$ cat src/rtl/uart_pkg.sv
// rtl/uart_pkg.sv - register map and bit positions shared by the UART CSR bridge
package uart_pkg;

    localparam logic [2:0] ADDR_DATA     = 3'd0;
    localparam logic [2:0] ADDR_STATUS   = 3'd1;
    localparam logic [2:0] ADDR_CTRL     = 3'd2;
    localparam logic [2:0] ADDR_TX_LEVEL = 3'd3;
    localparam logic [2:0] ADDR_RX_LEVEL = 3'd4;

    localparam int ST_TX_FULL     = 0;
    localparam int ST_TX_EMPTY    = 1;
    localparam int ST_RX_FULL     = 2;
    localparam int ST_RX_EMPTY    = 3;
    localparam int ST_RX_OVERRUN  = 4;
    localparam int ST_TX_OVERFLOW = 5;

    localparam int CTRL_CLR_OVERRUN  = 0;
    localparam int CTRL_CLR_OVERFLOW = 1;
    localparam int CTRL_FLUSH_TX     = 2;
    localparam int CTRL_FLUSH_RX     = 3;

endpackage

$ cat src/rtl/uart_sync_fifo.sv
// rtl/uart_sync_fifo.sv - first-word-fall-through synchronous FIFO with flush
module uart_sync_fifo #(
    parameter  int WIDTH = 8,
    parameter  int DEPTH = 16,
    localparam int CNT_W = $clog2(DEPTH) + 1
) (
    input  logic             clk,
    input  logic             rst,
    input  logic             push,
    input  logic             pop,
    input  logic             flush,
    input  logic [WIDTH-1:0] din,
    output logic [WIDTH-1:0] dout,
    output logic             full,
    output logic             empty,
    output logic [CNT_W-1:0] count
);

    localparam int PTR_W = CNT_W - 1;

    logic [WIDTH-1:0] r_mem [DEPTH];
    logic [PTR_W-1:0] r_wr_ptr;
    logic [PTR_W-1:0] r_rd_ptr;
    logic [CNT_W-1:0] r_count;
    logic             w_do_push;
    logic             w_do_pop;

    assign full  = (r_count == CNT_W'(DEPTH));
    assign empty = (r_count == '0);
    assign count = r_count;
    assign dout  = r_mem[r_rd_ptr];

    // A full FIFO still accepts a push when a pop frees the head slot in the same cycle.
    assign w_do_pop  = pop & ~empty;
    assign w_do_push = push & (~full | w_do_pop);

    always_ff @(posedge clk) begin
        if (w_do_push && !flush) begin
            r_mem[r_wr_ptr] <= din;
        end
    end

    always_ff @(posedge clk or negedge rst) begin
        if (!rst) begin
            r_wr_ptr <= '0;
            r_rd_ptr <= '0;
            r_count  <= '0;
        end else if (flush) begin
            r_wr_ptr <= '0;
            r_rd_ptr <= '0;
            r_count  <= '0;
        end else begin
            if (w_do_push) begin
                r_wr_ptr <= r_wr_ptr + PTR_W'(1);
            end
            if (w_do_pop) begin
                r_rd_ptr <= r_rd_ptr + PTR_W'(1);
            end
            if (w_do_push && !w_do_pop) begin
                r_count <= r_count + CNT_W'(1);
            end else if (w_do_pop && !w_do_push) begin
                r_count <= r_count - CNT_W'(1);
            end
        end
    end

endmodule

$ cat src/rtl/uart_csr_bridge.sv
// rtl/uart_csr_bridge.sv - byte-wide CPU register bridge with TX/RX FIFOs around a UART core
module uart_csr_bridge
    import uart_pkg::*;
#(
    parameter  int FIFO_DEPTH = 16,
    localparam int CNT_W      = $clog2(FIFO_DEPTH) + 1
) (
    input  logic       clk,
    input  logic       rst,
    input  logic [2:0] addr,
    input  logic       wr_en,
    input  logic       rd_en,
    input  logic [7:0] wdata,
    output logic [7:0] rdata,
    output logic       rdata_valid,
    output logic       irq,
    output logic [7:0] uart_tx_data,
    output logic       uart_tx_valid,
    input  logic       uart_tx_ready,
    input  logic [7:0] uart_rx_data,
    input  logic       uart_rx_valid,
    output logic       uart_rx_ready
);

    logic             w_wr_data;
    logic             w_wr_ctrl;
    logic             w_rd_data;
    logic             w_tx_flush;
    logic             w_rx_flush;
    logic             w_tx_pop;
    logic             w_rx_push;
    logic             w_tx_full;
    logic             w_tx_empty;
    logic             w_rx_full;
    logic             w_rx_empty;
    logic [CNT_W-1:0] w_tx_count;
    logic [CNT_W-1:0] w_rx_count;
    logic [7:0]       w_tx_dout;
    logic [7:0]       w_rx_dout;
    logic             w_ovf_set;
    logic             w_ovr_set;
    logic [7:0]       w_status;
    logic [7:0]       w_rd_mux;

    logic             r_tx_overflow;
    logic             r_rx_overrun;
    logic [7:0]       r_rdata;
    logic             r_rdata_valid;

    assign w_wr_data  = wr_en & (addr == ADDR_DATA);
    assign w_wr_ctrl  = wr_en & (addr == ADDR_CTRL);
    assign w_rd_data  = rd_en & (addr == ADDR_DATA);
    assign w_tx_flush = w_wr_ctrl & wdata[CTRL_FLUSH_TX];
    assign w_rx_flush = w_wr_ctrl & wdata[CTRL_FLUSH_RX];

    assign uart_rx_ready = rst;
    assign uart_tx_valid = ~w_tx_empty;
    assign uart_tx_data  = w_tx_dout;
    assign w_tx_pop      = uart_tx_valid & uart_tx_ready;
    assign w_rx_push     = uart_rx_valid & uart_rx_ready;

    uart_sync_fifo #(.WIDTH(8), .DEPTH(FIFO_DEPTH)) u_tx_fifo (
        .clk   (clk),
        .rst   (rst),
        .push  (w_wr_data),
        .pop   (uart_tx_ready),
        .flush (w_tx_flush),
        .din   (wdata),
        .dout  (w_tx_dout),
        .full  (w_tx_full),
        .empty (w_tx_empty),
        .count (w_tx_count)
    );

    uart_sync_fifo #(.WIDTH(8), .DEPTH(FIFO_DEPTH)) u_rx_fifo (
        .clk   (clk),
        .rst   (rst),
        .push  (w_rx_push),
        .pop   (w_rd_data),
        .flush (w_rx_flush),
        .din   (uart_rx_data),
        .dout  (w_rx_dout),
        .full  (w_rx_full),
        .empty (w_rx_empty),
        .count (w_rx_count)
    );

    // A flush discards the byte silently, so it suppresses the drop flags.
    assign w_ovf_set = w_wr_data & w_tx_full & ~w_tx_pop & ~w_tx_flush;
    assign w_ovr_set = w_rx_push & w_rx_full & ~w_rd_data & ~w_rx_flush;

    always_comb begin
        w_status                 = '0;
        w_status[ST_TX_FULL]     = w_tx_full;
        w_status[ST_TX_EMPTY]    = w_tx_empty;
        w_status[ST_RX_FULL]     = w_rx_full;
        w_status[ST_RX_EMPTY]    = w_rx_empty;
        w_status[ST_RX_OVERRUN]  = r_rx_overrun;
        w_status[ST_TX_OVERFLOW] = r_tx_overflow;
    end

    always_comb begin
        w_rd_mux = '0;
        case (addr)
            ADDR_DATA:     w_rd_mux = w_rx_empty ? 8'h00 : w_rx_dout;
            ADDR_STATUS:   w_rd_mux = w_status;
            ADDR_TX_LEVEL: w_rd_mux = 8'(w_tx_count);
            ADDR_RX_LEVEL: w_rd_mux = 8'(w_rx_count);
            default:       w_rd_mux = '0;
        endcase
    end

    always_ff @(posedge clk or negedge rst) begin
        if (!rst) begin
            r_tx_overflow <= 1'b0;
            r_rx_overrun  <= 1'b0;
            r_rdata       <= '0;
            r_rdata_valid <= 1'b0;
        end else begin
            r_tx_overflow <= w_ovf_set | (r_tx_overflow & ~(w_wr_ctrl & wdata[CTRL_CLR_OVERFLOW]));
            r_rx_overrun  <= w_ovr_set | (r_rx_overrun  & ~(w_wr_ctrl & wdata[CTRL_CLR_OVERRUN]));
            r_rdata_valid <= rd_en;
            if (rd_en) begin
                r_rdata <= w_rd_mux;
            end
        end
    end

    assign rdata       = r_rdata;
    assign rdata_valid = r_rdata_valid;
    assign irq         = (w_rx_count != '0) | r_rx_overrun;

endmodule
$ cat config.mk
export PLATFORM = sky130hd
export DESIGN_NAME = uart_csr_bridge
export DESIGN_NICKNAME = d
export VERILOG_FILES = /design/src/rtl/uart_pkg.sv /design/src/rtl/uart_sync_fifo.sv /design/src/rtl/uart_csr_bridge.sv
export SDC_FILE = /design/constraint.sdc
export NUM_CORES = 1
export LEC_CHECK = 0
export BUFFER_PORTS_ARGS = -buffer_cell sky130_fd_sc_hd__buf_2
export CORE_MARGIN = 2
export CORE_UTILIZATION = 62
export CTS_CLUSTER_SIZE = 40
export DETAILED_ROUTE_END_ITERATION = 8
export PLACE_DENSITY_LB_ADDON = 0.08
export SETUP_SLACK_MARGIN = 0.02
export SYNTH_ARGS = -nofsm -noshare
export SYNTH_HDL_FRONTEND = slang
export SYNTH_HIERARCHICAL = 1
export SYNTH_SLANG_ARGS = --single-unit
$ cat constraint.sdc
create_clock -name clk -period 3.6 [get_ports clk]
set_input_delay 0.72 -clock clk [delete_from_list [all_inputs] [get_ports clk]]
set_output_delay 0.72 -clock clk [all_outputs]
set_load 0.03 [all_outputs]
==> results of run 1 <==
## final cells by class
cell class                      instances  area [um2]
Fill cell                            1189        5470
Clock buffer                           31         733
Timing Repair Buffer                   89         571
Clock inverter                         22         208
Tap cell                              265         332
Sequential cell                       293        8620
Multi-Input combinational cell        358        3500
Inverter                                9        33.8
## stage by stage
stage	area [um2]	util, %	instances	hold WS (ps)
final	14000	71.9	1067	248
after global routing	14000	71.9	1067	285
after CTS	14000	71.9	1067	254
after detailed placement	13100	67.1	1014	481
after global placement	13100	67.1	1014	466
after floorplan	12300	-	690	424
## cell usage after synthesis, types with 3 or more instances
cell type | instances | share of area, %
sky130_fd_sc_hd__a31oi_1 | 3 | 0.15
sky130_fd_sc_hd__o211ai_1 | 8 | 0.49
sky130_fd_sc_hd__o21ai_0 | 6 | 0.24
sky130_fd_sc_hd__clkbuf_1 | 16 | 0.49
sky130_fd_sc_hd__and3_1 | 4 | 0.20
sky130_fd_sc_hd__mux2i_1 | 11 | 0.90
sky130_fd_sc_hd__nand2_1 | 33 | 1.0
sky130_fd_sc_hd__edfxtp_1 | 256 | 63
sky130_fd_sc_hd__buf_2 | 9 | 0.37
sky130_fd_sc_hd__and2b_1 | 3 | 0.18
sky130_fd_sc_hd__nand3_1 | 6 | 0.24
sky130_fd_sc_hd__xor2_1 | 10 | 0.71
sky130_fd_sc_hd__and2_1 | 5 | 0.25
sky130_fd_sc_hd__a22oi_1 | 33 | 2.0
sky130_fd_sc_hd__dfrtp_1 | 37 | 7.5
sky130_fd_sc_hd__nor2_1 | 60 | 1.8
sky130_fd_sc_hd__xnor2_1 | 4 | 0.29
sky130_fd_sc_hd__a21oi_1 | 7 | 0.29
sky130_fd_sc_hd__or2_2 | 3 | 0.15
sky130_fd_sc_hd__o2bb2ai_1 | 6 | 0.43
sky130_fd_sc_hd__inv_1 | 9 | 0.28
sky130_fd_sc_hd__nand2b_1 | 6 | 0.31
sky130_fd_sc_hd__mux4_2 | 64 | 12
sky130_fd_sc_hd__a221o_1 | 5 | 0.41
sky130_fd_sc_hd__nand4b_1 | 6 | 0.43
sky130_fd_sc_hd__ha_1 | 18 | 1.8
sky130_fd_sc_hd__buf_1 | 4 | 0.12
sky130_fd_sc_hd__nor2b_1 | 13 | 0.66
## metal layers
metal / track usage (%) / vias to the layer above
met5: 0 / -
met4: 8.58 / 0
met3: 3.46 / 62
met2: 43.4 / 232
met1: 32.9 / 3439
li1: - / 2947
## power by group
part / leakage (nW) / internal, mW / switching [mW]
combinational: 1.67 / 1.28 / 1.50
clock: 0.464 / 1.75 / 1.21
sequential: 2.77 / 3.93 / 0.497
## repair_timing
action	in CTS	in global routing
endpoints found under the setup margin	0	3
endpoints found under the hold margin	0	0
resized for setup	0	1
## logic make-up (layout without fill, tap and decap cells)
kind of cell               Yosys count  count (layout)  share of synthesized area [%]
xor gates and xnor gates            14              14                          0.999
DFF                                293             293                           70.2
and+or+nand+nor                    161             161                           7.06
muxes                               75              75                           12.6
adders and majority gates           20              20                           2.16
AOI/OAI and AO/OA                   88              88                           5.65
buffers and inverters               39             151                           1.31
## flip-flops by register name, indices dropped and copies added, names as in the netlist
name,flops
u_rx_fifo/r_wr_ptr,4
u_rx_fifo/count,5
r_tx_overflow,1
u_rx_fifo/r_mem,128
u_tx_fifo/r_rd_ptr,4
r_rx_overrun,1
rdata,8
rdata_valid,1
u_tx_fifo/r_wr_ptr,4
u_tx_fifo/count,5
u_tx_fifo/r_mem,128
u_rx_fifo/r_rd_ptr,4
## worst max-delay path: cells and delay by family, from the launching register on
family / cells / cell delay, ps
AO/OA/AOI/OAI: 1 / 270
buffers and inverters: 2 / 500
flip-flops: 1 / 650
multiplexers: 1 / 530
AND/OR/NAND/NOR: 1 / 100
## final timing paths
kind | end | slack (ps) | cells after the start
min in group clk | rdata_valid$_DFF_PN0_ | 380 | 1
max in group asynchronous | u_tx_fifo/r_rd_ptr[0]$_DFFE_PN0P_ | 2970 | 2
setup reg to reg | u_tx_fifo/count[4]$_DFFE_PN0P_ | 650 | 7
hold reg to reg | rdata[5]$_DFFE_PN0P_ | 490 | 2
hold / removal | u_rx_fifo/count[3]$_DFFE_PN0P_ | 250 | 2
setup / recovery | uart_tx_data[2] | 280 | 5
==> Flow_metrics.wiki, run 1 <==
{| class="wikitable"
! Metric !! Value
|-
| Number of maximum-capacitance violations || 0
|-
| Highest-count cells in the layout ignoring fill and taps || sky130_fd_sc_hd__edfxtp_1, sky130_fd_sc_hd__mux4_2, sky130_fd_sc_hd__nor2_1, sky130_fd_sc_hd__buf_2, sky130_fd_sc_hd__buf_4
|-
| Setup repair after global routing missed its margin || false
|-
| Number of routed nets with antenna violations || 0
|-
| Class of the worst hold path || in2async
|-
| Top Layer Used || met4
|-
| Final count of hold timing violations || 0
|-
| Crit share post-route || 92.1%
|-
| DP Wirelength || 16.3 mm
|-
| Aggregate routed wire length || 25.3 mm
|-
| Initial detailed-routing violation count || 497
|-
| Time the final worst path needs with I/O delays and setup || 3320 ps
|-
| Mapped Avg Cell Area || 17.8 um2
|-
| Met1 WL || 10.3 mm
|-
| Final total power || 10.2 mW
|-
| Sequential-to-total area share from yosys stat || 70.2%
|-
| Setup Total Neg Slack || 0 ps
|-
| Fraction of registers with async set/reset || 12.6%
|-
| Initial core utilization || 63.1%
|-
| Startpoint of the lowest-slack register-to-register path || u_tx_fifo/count[0]$_DFFE_PN0P_
|-
| Die X || 145 um
|-
| Final worst setup slack || 284 ps
|-
| List of cells traversed by the critical path || buf_4, mux4_2, a22oi_1, nand2_1, buf_2
|-
| Total global routing track utilization || 25.0%
|-
| Number of rows created at floorplan || 51
|-
| Total power divided by cell area || 727 nW/um2
|-
| # diodes || 0
|-
| Most instantiated flip-flop cell in the synthesis netlist || sky130_fd_sc_hd__edfxtp_1
|-
| Number of I/O port buffers || 44
|-
| Max-slew headroom || 33.9%
|-
| TritonCTS Buffers || 29
|-
| CP peak stage delay || 650 ps
|-
| Largest net degree at the start of global routing || 39
|-
| Global-route congestion overflow total || 0
|-
| Number of global-route vias before repair || 6,705
|-
| Lkg Pwr || 4.90 nW
|-
| Slew @ Worst Pin || 992 ps
|-
| Worst setup path startpoint || u_tx_fifo/r_rd_ptr[0]$_DFFE_PN0P_
|-
| Post-Synthesis Cell Area || 12,300 um2
|-
| Fin nets || 825
|-
| Type of element capturing the critical path || primary output
|-
| Fraction of final layout cells with drive strength greater than 1 || 27.2%
|-
| Wire length of the first global-routing pass || 38.3 mm
|-
| Yosys cell types || 54
|-
| Routed wire length per instance || 23.7 um
|-
| Clk slew on worst S/H paths || 60 ps
|-
| Root buffer selected by CTS || sky130_fd_sc_hd__clkbuf_16
|-
| Post-synthesis cell count || 690
|-
| Kind of launch point of the worst setup path || register
|-
| Worst EP required || 2880 ps
|-
| Run status || completed
|-
| Most common cell after layout, fill and taps aside || sky130_fd_sc_hd__edfxtp_1
|-
| Pins over their slew limit || 0
|-
| Critical Path Fanout Max || 19
|-
| Latest clock arrival within the worst-skew pair || 540 ps
|-
| Vertical die dimension || 145 um
|-
| Layout Area Growth over Synthesis || 14.0%
|-
| Post-CTS Setup Repair Bufs || 0
|-
| Number of buffers on the longest clock path || 3
|-
| Met2 wire length || 13.0 mm
|-
| Setup clock skew after layout || 8.50 ps
|-
| Critical path data arrival time || 2600 ps
|-
| Total I/O pin count || 45
|-
| Clock tree from TritonCTS || yes
|-
| CP max stage cell || sky130_fd_sc_hd__dfrtp_4
|-
| Crit Path Category || reg2out
|-
| Post-placement setup slack || 379 ps
|-
| Worst vdd ir || 480 uV
|-
| Placeable Area || 19,500 um2
|-
| Flip-flop and latch count after synthesis || 293
|-
| Number of synthesized flops with an enable pin || 256
|-
| 1st-pass router iterations || 5
|-
| # hold bufs at CTS || 0
|-
| Number of antenna violations at the first check in global routing || 0
|-
| Number of warnings issued by yosys || 6
|-
| Final weighted congestion in routability-driven placement || 0.853
|-
| Final setup viols || 0
|-
| Net count of the mapped netlist || 735
|-
| Highest achievable clock rate || 302 MHz
|-
| Number of design rule violations left after detail routing || 0
|-
| Routed length on met3 || 1.11 mm
|-
| Detail-routed via count per cell || 6.26
|-
| Vias after detailed routing || 6,680
|-
| Number of H-tree branching levels || 1
|-
| Number of clock sinks || 293
|-
| Total die area || 20,900 um2
|}
No activity file was read; power rests on OpenSTA's default activity.
==> run 2: changes to the inputs <==
CORE_UTILIZATION = 35   (was 62)
==> run 2 against run 1 <==
- via count down 3.3%
- non-clock buffer count rose by 2
- largest cell class unchanged
- critical endpoint is now uart_tx_data[0]
- design area increased by 2.7%
- clock power up 11%
- highest routed layer is now met5
- flip-flop and latch count unchanged
- sequential share of layout area shrank 1.7 points
- setup slack better by 220 ps
- sequential power is 3% lower
==> Flow_metrics.wiki, run 2 (same netlist as run 1, synthesis figures left out) <==
{| class="wikitable"
! Metric !! Value
|-
| Number of rows created at floorplan || 68
|-
| Detail-routed via count per cell || 5.09
|-
| Reg2reg end || u_tx_fifo/count[4]$_DFFE_PN0P_
|-
| TritonCTS Buffers || 34
|-
| Number of maximum-capacitance violations || 0
|-
| Highest achievable clock rate || 323 MHz
|-
| Fin nets || 832
|-
| Number of H-tree branching levels || 2
|-
| Number of antenna violations at the first check in global routing || 1
|-
| Worst vdd ir || 446 uV
|-
| Vias after detailed routing || 6,459
|-
| List of cells traversed by the critical path || buf_12, mux4_2, a22oi_1, nand2_1, buf_2
|-
| Setup repair after global routing missed its margin || false
|-
| Final setup viols || 0
|-
| Number of buffers on the longest clock path || 3
|-
| Run status || completed
|-
| Global-route congestion overflow total || 0
|-
| Fraction of final layout cells with drive strength greater than 1 || 26.9%
|-
| Kind of launch point of the worst setup path || register
|-
| Worst EP required || 2880 ps
|-
| Wire length of the first global-routing pass || 41.9 mm
|-
| Initial core utilization || 35.5%
|-
| Routed wire length per instance || 21.5 um
|-
| Final count of hold timing violations || 0
|-
| Setup slack, reg-to-reg || 670 ps
|-
| Total global routing track utilization || 15.3%
|-
| Total I/O pin count || 45
|-
| Kind of cell with the highest combined delay on the critical path || multiplexers
|-
| Post-CTS Setup Repair Bufs || 0
|-
| Time the final worst path needs with I/O delays and setup || 3100 ps
|-
| Slew @ Worst Pin || 853 ps
|-
| DP Wirelength || 17.8 mm
|-
| Clock tree from TritonCTS || yes
|-
| Critical Path Fanout Max || 35
|-
| CP peak stage delay || 540 ps
|-
| Area used by multi-input combinational logic || 3500 um2
|-
| Number of routed nets with antenna violations || 0
|-
| Crit share post-route || 86.0%
|-
| Number of design rule violations left after detail routing || 0
|-
| Pins over their slew limit || 0
|-
| Final total power || 10.5 mW
|-
| Clk slew on worst S/H paths || 60 ps
|-
| Aggregate routed wire length || 27.3 mm
|-
| Crit Path Category || reg2out
|-
| NetSw || 3.30 mW
|-
| Relative contribution of the clock network to total power || 31.4%
|-
| Number of I/O port buffers || 44
|-
| Number of buffers and inverters on the critical path || 2
|-
| Count of cells along the worst register-to-register path || 7
|-
| Startpoint of the lowest-slack register-to-register path || u_tx_fifo/count[1]$_DFFE_PN0P_
|-
| Internal Power || 7.19 mW
|-
| Most common cell after layout, fill and taps aside || sky130_fd_sc_hd__edfxtp_1
|-
| Layout Area Growth over Synthesis || 17.1%
|-
| Fill cell total of the finished layout || 3,146
|-
| Die X || 191 um
|-
| Setup clock skew after layout || 25.2 ps
|-
| Highest-count cells in the layout ignoring fill and taps || sky130_fd_sc_hd__edfxtp_1, sky130_fd_sc_hd__mux4_2, sky130_fd_sc_hd__nor2_1, sky130_fd_sc_hd__buf_4, sky130_fd_sc_hd__buf_2
|-
| # diodes || 0
|-
| Placeable Area || 34,500 um2
|-
| CP max stage cell || sky130_fd_sc_hd__mux4_2
|-
| Number of clock sinks || 293
|-
| Total power divided by cell area || 730 nW/um2
|-
| # hold bufs at CTS || 0
|-
| Setup Total Neg Slack || 0 ps
|-
| Largest net degree at the start of global routing || 39
|-
| Number of global-route vias before repair || 6,859
|-
| Critical path data arrival time || 2380 ps
|-
| Sequential share of power || 41.0%
|-
| Lkg Pwr || 4.97 nW
|-
| Final weighted congestion in routability-driven placement || 0.759
|-
| Root buffer selected by CTS || sky130_fd_sc_hd__clkbuf_16
|-
| Post-cts resize count || 0
|-
| Total die area || 36,600 um2
|-
| Vertical die dimension || 191 um
|-
| 1st-pass router iterations || 4
|-
| Class of the worst hold path || in2async
|-
| Latest clock arrival within the worst-skew pair || 510 ps
|-
| Max-slew headroom || 43.0%
|-
| Net switching fraction of the power || 31.5%
|-
| Share of total power in combinational logic || 27.6%
|-
| Initial detailed-routing violation count || 343
|-
| Type of element capturing the critical path || primary output
|-
| Register cell area after layout || 8620 um2
|}
## run 2: how the worst max path moves through the flow
stage | startpoint | endpoint | slack (ps) | cells past startpoint
2_1_floorplan | addr[2] | u_tx_fifo/count[4]$_DFFE_PN0P_ | 500 | 9
3_3_place_gp | addr[0] | u_tx_fifo/count[4]$_DFFE_PN0P_ | 380 | 10
3_5_place_dp | addr[2] | u_tx_fifo/count[4]$_DFFE_PN0P_ | 260 | 10
4_1_cts | u_tx_fifo/r_rd_ptr[0]$_DFFE_PN0P_ | uart_tx_data[0] | 470 | 5
5_1_grt | u_tx_fifo/r_rd_ptr[0]$_DFFE_PN0P_ | uart_tx_data[7] | 370 | 5
6_report | u_tx_fifo/r_rd_ptr[0]$_DFFE_PN0P_ | uart_tx_data[0] | 500 | 5
## run 2: power by group through the flow
stage / clock (mW) / sequential [mW] / combinational, mW
after detailed placement: 0 / 4.37 / 2.97
after global placement: 0 / 4.36 / 2.93
after CTS: 3.40 / 4.30 / 2.98
after floorplan: 0 / 4.22 / 2.16
final: 3.30 / 4.31 / 2.89
after global routing: 3.54 / 4.35 / 3.18
## run 2: metrics by stage
stage	cells	hold slack, ps	worst slack, ps	instance area, um2	utilization [%]
6_report	1268	280	505	14400	41.6
5_1_grt	1268	316	372	14400	41.6
4_1_cts	1268	282	469	14400	41.6
3_5_place_dp	1206	467	257	13300	38.5
3_3_place_gp	1206	459	379	13300	38.5
2_1_floorplan	690	424	501	12300	-
## run 2: worst reg2reg max path, cell delays in order (launching register included)
cell and delay [ps]:
sky130_fd_sc_hd__dfrtp_1 510, sky130_fd_sc_hd__nor4_4 510, sky130_fd_sc_hd__mux2i_1 730, sky130_fd_sc_hd__ha_1 380, sky130_fd_sc_hd__a211o_1 280, sky130_fd_sc_hd__o21a_1 130
sky130_fd_sc_hd__o211ai_1 170, sky130_fd_sc_hd__a31oi_1 100
## run 2: cell type report
cell class	count	area share, %
Clock buffer	51	6.65
Sequential cell	293	59.9
Clock inverter	11	0.827
Timing Repair Buffer	91	4.07
Tap cell	455	3.96
Inverter	9	0.235
Multi-Input combinational cell	358	24.3
## run 2: per-layer routing
metal  share of wire [%]  vias to the layer above  global-route usage (%)
met4                 2.0                        2                    4.08
met2                  51                       88                    27.0
met3                 3.3                       47                    2.68
met1                  44                     3356                    19.5
met5               0.048                        -                       0
li1                    -                     2966                       -
